<file path="config.mk">
export PLATFORM = sky130hd
export DESIGN_NAME = result_display_scanner
export DESIGN_NICKNAME = d
export VERILOG_FILES = /design/src/rtl/result_display_scanner.sv
export SDC_FILE = /design/constraint.sdc
export NUM_CORES = 1
export LEC_CHECK = 0
export ABC_AREA = 1
export CAP_MARGIN = 20
export CORE_MARGIN = 1
export CORE_UTILIZATION = 50
export DETAILED_ROUTE_END_ITERATION = 8
export PLACE_DENSITY = 0.73
export SLEW_MARGIN = 20
export SYNTH_ARGS = -nofsm -noshare
export SYNTH_HDL_FRONTEND = slang
export SYNTH_SLANG_ARGS = --single-unit
export TNS_END_PERCENT = 30
</file>
<file path="constraint.sdc">
create_clock -name Clk -period 2.1 [get_ports Clk]
set_input_delay 0.63 -clock Clk [delete_from_list [all_inputs] [get_ports Clk]]
set_output_delay 0.63 -clock Clk [all_outputs]
set_load 0.01 [all_outputs]
</file>
<file path="src/rtl/result_display_scanner.sv">
// result_display_scanner: debounced select/hold capture of V0/V1 shown as 8 multiplexed hex digits
module result_display_scanner #(
  parameter int REFRESH_DIV  = 100000,
  parameter int DEBOUNCE_CNT = 1000000
) (
  input  logic        Clk,
  input  logic        Reset,
  input  logic [31:0] V0,
  input  logic [31:0] V1,
  input  logic        BtnSel,
  input  logic        BtnHold,
  output logic [7:0]  An,
  output logic [6:0]  Seg,
  output logic        Dp,
  output logic        SelLed
);
  localparam logic [19:0] PRE_LAST = 20'(REFRESH_DIV - 1);
  localparam logic [23:0] DB_LAST  = 24'(DEBOUNCE_CNT - 1);
  localparam logic [15:0][6:0] SEG_LUT = {
    7'h0E, 7'h06, 7'h21, 7'h46, 7'h03, 7'h08, 7'h10, 7'h00,
    7'h78, 7'h02, 7'h12, 7'h19, 7'h30, 7'h24, 7'h79, 7'h40
  };
  logic [1:0]  btnRaw, sync1, sync2, stable, accept, pulse;
  logic [23:0] dbCnt [2];
  logic        sel, hold;
  logic [31:0] snapshot;
  logic [19:0] pre;
  logic [2:0]  idx;
  assign btnRaw = {BtnHold, BtnSel};
  assign SelLed = sel;
  // a differing synced level is accepted once it has persisted for the full debounce window
  always_comb begin
    accept = '0;
    for (int i = 0; i < 2; i++) accept[i] = (sync2[i] != stable[i]) && (dbCnt[i] == DB_LAST);
    pulse = accept & sync2;
  end
  // per-button synchronizer and debounce counter
  always_ff @(posedge Clk or negedge Reset) begin
    if (!Reset) begin
      sync1 <= '0;
      sync2 <= '0;
      stable <= '0;
      for (int i = 0; i < 2; i++) dbCnt[i] <= '0;
    end else begin
      sync1 <= btnRaw;
      sync2 <= sync1;
      for (int i = 0; i < 2; i++) begin
        stable[i] <= accept[i] ? sync2[i] : stable[i];
        dbCnt[i] <= (sync2[i] == stable[i] || accept[i]) ? '0 : dbCnt[i] + 24'd1;
      end
    end
  end
  // control toggles, snapshot capture, digit scan and registered display drive
  always_ff @(posedge Clk or negedge Reset) begin
    if (!Reset) begin
      sel <= 1'b0;
      hold <= 1'b0;
      snapshot <= '0;
      pre <= '0;
      idx <= '0;
      An <= 8'hFF;
      Seg <= 7'h7F;
      Dp <= 1'b1;
    end else begin
      sel <= sel ^ pulse[0];
      hold <= hold ^ pulse[1];
      snapshot <= hold ? snapshot : (sel ? V1 : V0);
      pre <= (pre == PRE_LAST) ? '0 : pre + 20'd1;
      idx <= idx + 3'(pre == PRE_LAST);
      An <= ~(8'b1 << idx);
      Seg <= SEG_LUT[snapshot[{idx, 2'b00} +: 4]];
      Dp <= !(idx == 3'd0 && hold);
    end
  end
endmodule
</file>
# Yosys cells after proc, flatten, opt, wreduce, memory -nomap -nowiden
# Memories as Yosys holds them, arrays and structs flattened. A register that Yosys moved wholly into a read port is not among the register bits.
# Index checks and enable logic that the tools add are counted.
[classes] n_addsub=4 mul=0 n_div=0 n_lt_le_gt_ge=0 eq_ne=7 shift=2 muxes=4 n_bitwise=4 n_reduce_logical=8
[op_table] op="$add 24x1->24 const B" n=2
[op_table] op="$eq 24x20->1 const B" n=2
[op_table] op="$mux 24" n=2
[op_table] op="$mux 32" n=1
[op_table] op="$shiftx 32x6->4" n=1
[op_table] op="$add 20x1->20 const B" n=1
[op_table] op="$eq 20x17->1 const B" n=1
[op_table] op="$mux 20" n=1
[op_table] op="$not 8->8" n=1
[op_table] op="$shl 1x3->8 const A" n=1
[op_table] op="$add 3x1->3" n=1
[op_table] op="$logic_and 1x1->1" n=3
[op_table] op="$logic_not 3->1" n=1
[op_table] op="$and 2x2->2" n=1
[op_table] op="$eq 1x1->1" n=2
[op_table] op="$logic_not 1->1" n=2
[op_table] op="$logic_or 1x1->1" n=2
[op_table] op="$ne 1x1->1" n=2
[op_table] op="$xor 1x1->1" n=2
[totals] reg_bits=120 latch_bits=0 ram_bits=0 romBits=112 in_bits=68 out_inout_bits=17 elab_cells=43 memories=1
[memory_table] name="(name not given)" words=16 width=7 read_ports=1 rd_ports_with_merged_regs=1 wr=0 line="71" source="Seg <= SEG_LUT[snapshot[{idx, 2'b00} +: 4]];"

# Logic depth before layout (Yosys ltp)
# Gate-level depths: netlist (run 1).
[depth] ltp_word=4 depth_mapped=13 mapped_depth_nobuf=12

# Worst setup path before layout (run 1)
# Ideal clock, no wire load.
[synth_path] path_type="reg2reg" from="reg pre[0]" to="reg idx[2]" setup_ns=0.080 arrival_ns=1.648 required_ns=2.020 slack_ns=0.372 stages_incl_launch_ff=9 path_buffers=0 period_less_slack_ns=1.728 cell_sequence="dfrtp_1 > ha_1 > nand2_1 > nor2_1 > nand3_1 > nor2_1 > ha_1 > ha_1 > xor2_1"
[synth_via] elab_chain_len=2
[synth_rtl] element="start, declared" line="27" source="logic [19:0] pre;"
[synth_rtl] element="start signal, assigned" line="68" source="pre <= (pre == PRE_LAST) ? '0 : pre + 20'd1;"
[synth_rtl] element="$eq 20x17->1" line="69" source="idx <= idx + 3'(pre == PRE_LAST);"
[synth_rtl] element="$add 3x1->3" line="69"
[synth_rtl] element="end signal, assigned" line="69"
[synth_rtl] element="end, declared" line="28" source="logic [2:0] idx;"
# Every way passes these cells.
# A chain may end at the register's enable or synchronous reset.

# Final worst setup path (run 1)
[layout_path] from="reg sel (netlist: SelLed)" to="out SelLed"
[layout_lines] element="start, declared" line="25" source="logic sel, hold;"
[layout_lines] element="start signal, assigned" line="65" source="sel <= sel ^ pulse[0];"
[layout_lines] element="end, declared" line="15" source="output logic SelLed"
# No word-level cell between the ends.

==> flow_metrics.env, run 1 <==
export IMPL_fin_skew_ns=0.00534
export IMPL_final_common_cell="nand2_1"
export IMPL_hp_class="input port to async pin"
export IMPL_synth_seq_cells=127
export IMPL_cts_sink_count=127
export IMPL_critPathArrivalTime_ns=1.31
export IMPL_finalNonFillerCells=1228
export IMPL_numCtsBuffers=17
export IMPL_gp_congestion=0.909
export IMPL_top_usage_layer="met2"
export IMPL_min_period_ns=1.94
export IMPL_syn_to_final_growth_pct=24.7
export IMPL_worst_slew_pin_slew_ns=0.547
export IMPL_use_met3=0.0759
export IMPL_max_freq_mhz=514
export IMPL_reg2reg_depth=8
export IMPL_finalSetupTns_ns=0
export IMPL_drt_iter0_markers=537
export IMPL_peakVddDrop_v=0.000573
export IMPL_r2r_start="idx[0]"
export IMPL_synth_compound_area_frac=0.0620
export IMPL_cts_tree="yes"
export IMPL_dpl_hpwl_mm=12.5
export IMPL_synth_area_top_cells="dfrtp_1, nand2_1, nor2_1"
export IMPL_path_cells="clkdlybuf4s50_1"
export IMPL_rsz0062_at_grt="false"
export IMPL_die_h_um=120
export IMPL_crit_start="SelLed"
export IMPL_drcViolationCount=0
export IMPL_fp_dieArea_sq_mm=0.0145
export IMPL_diodes=0
export IMPL_htree_levels=4
export IMPL_p_leak_uw=0.00399
export IMPL_syn_inst=948
export IMPL_routed_via_count=6430
export IMPL_dp_slack_ns=0.283
export IMPL_finalWirelength_mm=17.8
export IMPL_syn_num_nets=1026
export IMPL_cap_violations=0
export IMPL_status="finished, final reports clean"
export IMPL_cp_start_kind="flop"
export IMPL_fillers=1184
export IMPL_grt_overflow_total=0
export IMPL_slew_viol_final=0
export IMPL_use_met2=0.409
export IMPL_grtUsageMet1=0.340
export IMPL_ioPinCount=85
export IMPL_crit_path_end_kind="output port"
export IMPL_grt_pass1_vias=6174
export IMPL_crit_required_ns=1.47
export IMPL_first_pass_iters=7
export IMPL_final_cell_mix="nand2_1, nor2_1, dfrtp_1, inv_1, clkdlybuf4s50_1"
export IMPL_slew_headroom=0.635
export IMPL_grt_first_pass_wirelength_mm=29.4
export IMPL_finalSetupViolCount=0
export IMPL_crit_family="buffers and inverters"
export IMPL_synth_adder_area_share=0.0179
export IMPL_synth_area_sq_mm=0.00700
export IMPL_path_depth=1
export IMPL_grt_max_degree=85
export IMPL_wire_per_inst_um=14.5
export IMPL_critical_path_class="flop to output port"
export IMPL_ys_seq_area_frac=0.457
export IMPL_antenna_found_initial=0
export IMPL_num_rows=42
export IMPL_ant_nets=0
export IMPL_min_period_over_period=0.926
export IMPL_synthMuxAreaShare=0
export IMPL_io_buffers=84
export IMPL_cts_buffer_depth=2
export IMPL_synth_top_area_share=0.397
export IMPL_powerDensity_mw_per_mm2=713
export IMPL_yosysUniqueCellTypes=37
export IMPL_cp_slowest_cell="clkdlybuf4s50_1"
export IMPL_initial_core_util=0.520
export IMPL_clock_latency_ns=0.42
export IMPL_synth_top_family_by_area="simple AND/OR/NAND/NOR gates"
export IMPL_synth_top_area_cell="dfrtp_1"
export IMPL_drive_gt1_frac=0.0817
export IMPL_clk_pin_slew_worst_paths_ns=0.05
export IMPL_synth_simple_gate_area_share=0.348
export IMPL_synthFlopType="dfrtp_1"
export IMPL_core_area_sq_mm=0.0135
export IMPL_critical_path_buf_inv_count=1
export IMPL_vias_per_cell=5.24
export IMPL_synth_xor_area_frac=0.0413
export IMPL_root_buffer="clkbuf_16"
export IMPL_synth_edff_count=0
export IMPL_avgSynthCellArea_sq_um=7.38
export IMPL_synth_warnings=0
export IMPL_path_max_fanout=3
export IMPL_die_w_um=120
export IMPL_finalNetCount=1118
export IMPL_synth_async_reset_ratio=1.00
export IMPL_place_inst=1197
export IMPL_max_stage_delay_ns=0.54
export IMPL_worst_slack_ns=0.156
export IMPL_finalHoldViolations=0
export IMPL_track_usage=0.259
-- Yosys cell counts (10+ instances only) --
| cell | number |
|---|---|
| dfstp_2 | 16 |
| nand2_1 | 258 |
| nand4_1 | 22 |
| inv_1 | 94 |
| xor2_1 | 28 |
| nor3_1 | 31 |
| dfrtp_1 | 111 |
| nor2_1 | 170 |
| ha_1 | 10 |
| nand3_1 | 63 |
| a21oi_1 | 66 |
| clkbuf_1 | 10 |
-- state kept, by name, indices dropped and copies added, names as in the netlist --
name and flops:
sync1 2, Seg 7, snapshot 32, sync2 2
An 8, dbCnt 48, hold 1, SelLed 1
stable 2, pre 20, idx 3, Dp 1
-- per-layer routing --
layer  wire length [um]  part of all wire
met3               1240             0.070
met2               8360              0.47
met5                  0                 0
met1               7860              0.44
met4                375             0.021
-- stage by stage --
stage	instance area [sq um]	util	total power, uW	hold slack, ns
6_report	8730	0.649	6220	0.231
5_1_grt	8730	0.649	6440	0.274
4_1_cts	8700	0.647	6270	0.262
3_5_place_dp	8050	0.598	2950	0.343
3_3_place_gp	8050	0.598	2950	0.334
2_1_floorplan	7000	-	2710	0.331
-- logic make-up (layout without fill, tap and decap cells) --
family / Yosys count / in the layout
and+or+nand+nor: 570 / 570
adders and majority gates: 10 / 10
DFF: 127 / 127
xor gates and xnor gates: 33 / 33
AOI/OAI and AO/OA: 83 / 83
buffers and inverters: 125 / 229
-- repair_timing --
item,4_1_cts,5_1_grt
setup buffers,0,0
endpoints found under the hold margin,0,0
setup endpoints to repair,5,11
gates resized for setup,5,11
hold buffers,0,0
-- cell type report --
class / count / area (sq um) / share of cell area
clock inverter: 11 / 213 / 0.0244
sequential: 127 / 3200 / 0.366
multi-input combinational: 696 / 3290 / 0.377
clock buffer: 20 / 447 / 0.0512
inverter: 100 / 375 / 0.0430
tap: 176 / 220 / 0.0252
timing repair buffer: 98 / 990 / 0.113
-- worst paths after layout --
kind / endpoint / slack [ns]
worst max-delay path: SelLed / 0.16
worst min register to register: sync2[0] / 0.35
worst min-delay path: sync2[0] / 0.23
min in group Clk: sync2[0] / 0.35
worst max register to register: Seg[2] / 0.21
max in group asynchronous: Seg[1] / 1.40
-- report_power, final --
| group | switching (uW) | internal [uW] | total, uW |
|---|---|---|---|
| clock | 1070 | 2240 | 3310 |
| sequential | 36.7 | 2510 | 2550 |
| combinational | 172 | 187 | 358 |
| total | 1280 | 4940 | 6220 |
Power figures use the tool's default switching activity.
==> run 2, diff against run 1 <==
--- a/config.mk
+++ b/config.mk
@@ -7,9 +7,11 @@
 export LEC_CHECK = 0
 export ABC_AREA = 1
 export CAP_MARGIN = 20
+export CORE_ASPECT_RATIO = 1.75
 export CORE_MARGIN = 1
 export CORE_UTILIZATION = 50
 export DETAILED_ROUTE_END_ITERATION = 8
+export GPL_ROUTABILITY_DRIVEN = 0
 export PLACE_DENSITY = 0.73
 export SLEW_MARGIN = 20
 export SYNTH_ARGS = -nofsm -noshare
==> flow_metrics.env, run 2 (synthesis results as in run 1) <==
export IMPL_status="finished, final reports clean"
export IMPL_core_area_sq_mm=0.0135
export IMPL_routed_via_count=6437
export IMPL_clk_pin_slew_worst_paths_ns=0.06
export IMPL_vias_per_cell=5.25
export IMPL_fp_dieArea_sq_mm=0.0145
export IMPL_track_usage=0.270
export IMPL_first_pass_iters=4
export IMPL_ioPinCount=85
export IMPL_fillers=1172
export IMPL_pwr_share_seq=0.436
export IMPL_dp_slack_ns=0.242
export IMPL_grt_overflow_total=0
export IMPL_worst_slew_pin_slew_ns=0.499
export IMPL_finalNetCount=1116
export IMPL_cts_sink_count=127
export IMPL_finalHoldViolations=0
export IMPL_numCtsBuffers=17
export IMPL_path_cells="clkdlybuf4s50_1"
export IMPL_drt_iter0_markers=306
export IMPL_finalSetupViolCount=0
export IMPL_rsz0062_at_grt="false"
export IMPL_dpl_hpwl_mm=13.4
export IMPL_crit_family="buffers and inverters"
export IMPL_wire_per_inst_um=14.8
export IMPL_syn_to_final_growth_pct=23.9
export IMPL_cts_tree="yes"
export IMPL_critical_path_buf_inv_count=1
export IMPL_critical_path_class="flop to output port"
export IMPL_min_period_ns=2.01
export IMPL_finalWirelength_mm=18.1
export IMPL_io_buffers=84
export IMPL_peakVddDrop_v=0.000520
export IMPL_clock_power_share=0.503
export IMPL_num_rows=56
export IMPL_htree_levels=4
export IMPL_grt_max_degree=39
export IMPL_drive_gt1_frac=0.0837
export IMPL_grt_pass1_vias=6578
export IMPL_initial_core_util=0.518
export IMPL_p_comb_frac=0.061
export IMPL_clock_latency_ns=0.42
export IMPL_switching_share=0.227
export IMPL_crit_path_end_kind="output port"
export IMPL_grt_first_pass_wirelength_mm=30.2
export IMPL_switching_power_uw=1330
export IMPL_min_period_over_period=0.956
export IMPL_slew_viol_final=0
export IMPL_cap_violations=0
export IMPL_final_common_cell="nand2_1"
export IMPL_final_cell_mix="nand2_1, nor2_1, dfrtp_1, inv_1, clkdlybuf4s50_1"
export IMPL_die_h_um=159
export IMPL_path_max_fanout=3
export IMPL_max_freq_mhz=498
export IMPL_p_leak_uw=0.00394
export IMPL_fin_skew_ns=0.00909
export IMPL_root_buffer="clkbuf_16"
export IMPL_powerDensity_mw_per_mm2=675
export IMPL_finalSetupTns_ns=0
export IMPL_p_int_uw=4520
export IMPL_cts_buffer_depth=2
export IMPL_worst_slack_ns=0.0923
export IMPL_drcViolationCount=0
export IMPL_reg_top3="dbCnt x48, snapshot x32, pre x20"
export IMPL_antenna_found_initial=1
export IMPL_ant_nets=0
export IMPL_largest_register="dbCnt"
export IMPL_crit_required_ns=1.47
export IMPL_cp_start_kind="flop"
export IMPL_critPathArrivalTime_ns=1.38
export IMPL_hp_class="input port to async pin"
export IMPL_max_stage_delay_ns=0.56
export IMPL_cp_slowest_cell="clkdlybuf4s50_1"
export IMPL_postCtsHoldBufs=0
export IMPL_largest_register_ffs=48
export IMPL_final_util=0.641
export IMPL_slew_headroom=0.667
export IMPL_die_w_um=91.4
[run 2: cell types whose count changed in the layout (fill, tap and decap cells not counted), sizes merged]
cell          change
buf               -2
bufinv            -6
clkbuf            +2
clkinv            +3
clkinvlp          +2
diode             +1
dlygate4sd2       +2
dlymetal6s2s      -2
[run 2: final cells by class]
class	count	area (sq um)	area share
inverters	100	375	0.0433
clock buffers	22	539	0.0622
flip-flops and latches	127	3200	0.369
repair buffers	96	980	0.113
clock inverters	10	71.3	0.00823
diodes	1	2.50	0.000289
well taps	174	218	0.0251
multi-input cells	696	3290	0.379
[run 2: path summary, 6_finish.rpt]
kind / from / slack, ns / end / depth (start not counted)
setup / recovery: SelLed / 0.09 / SelLed / 1
hold / removal: Reset / 0.17 / snapshot[10] / 1
setup reg to reg: pre[0] / 0.23 / idx[2] / 8
hold reg to reg: sync1[1] / 0.35 / sync2[1] / 0
max in group asynchronous: Reset / 1.36 / dbCnt[23] / 2
min in group Clk: sync1[1] / 0.35 / sync2[1] / 0
[run 2: timing repair]
| item | 4_1_cts | 5_1_grt |
|---|---|---|
| buffers inserted | 0 | 0 |
| gates resized for setup | 7 | 9 |
| endpoints found under the hold margin | 0 | 0 |
| setup endpoints to repair | 7 | 9 |
[run 2: power by group through the flow]
stage / Combinational [uW] / Clock (uW) / Sequential (uW)
floorplan: 123 / 0 / 2590
global placement: 365 / 0 / 2590
detailed placement: 367 / 0 / 2600
CTS: 363 / 2990 / 2550
global route: 397 / 3090 / 2560
finish: 356 / 2940 / 2550
[run 2: per-stage QoR]
step           hold WS [ns]  total power, uW  instances  area (sq um)
6_report              0.166             5850       1226          8670
5_1_grt               0.196             6040       1226          8670
4_1_cts               0.179             5910       1225          8650
3_5_place_dp          0.341             2960       1193          8040
3_3_place_gp          0.331             2960       1193          8040
2_1_floorplan         0.331             2710        948          7000
[run 2: layer usage]
| layer | track usage | vias to the layer above | part of all wire |
|---|---|---|---|
| met5 | 0 | - | 0 |
| met4 | 0.165 | 0 | 0.049 |
| met3 | 0.0454 | 69 | 0.038 |
| met2 | 0.516 | 191 | 0.54 |
| met1 | 0.270 | 2982 | 0.37 |
| li1 | - | 3195 | - |
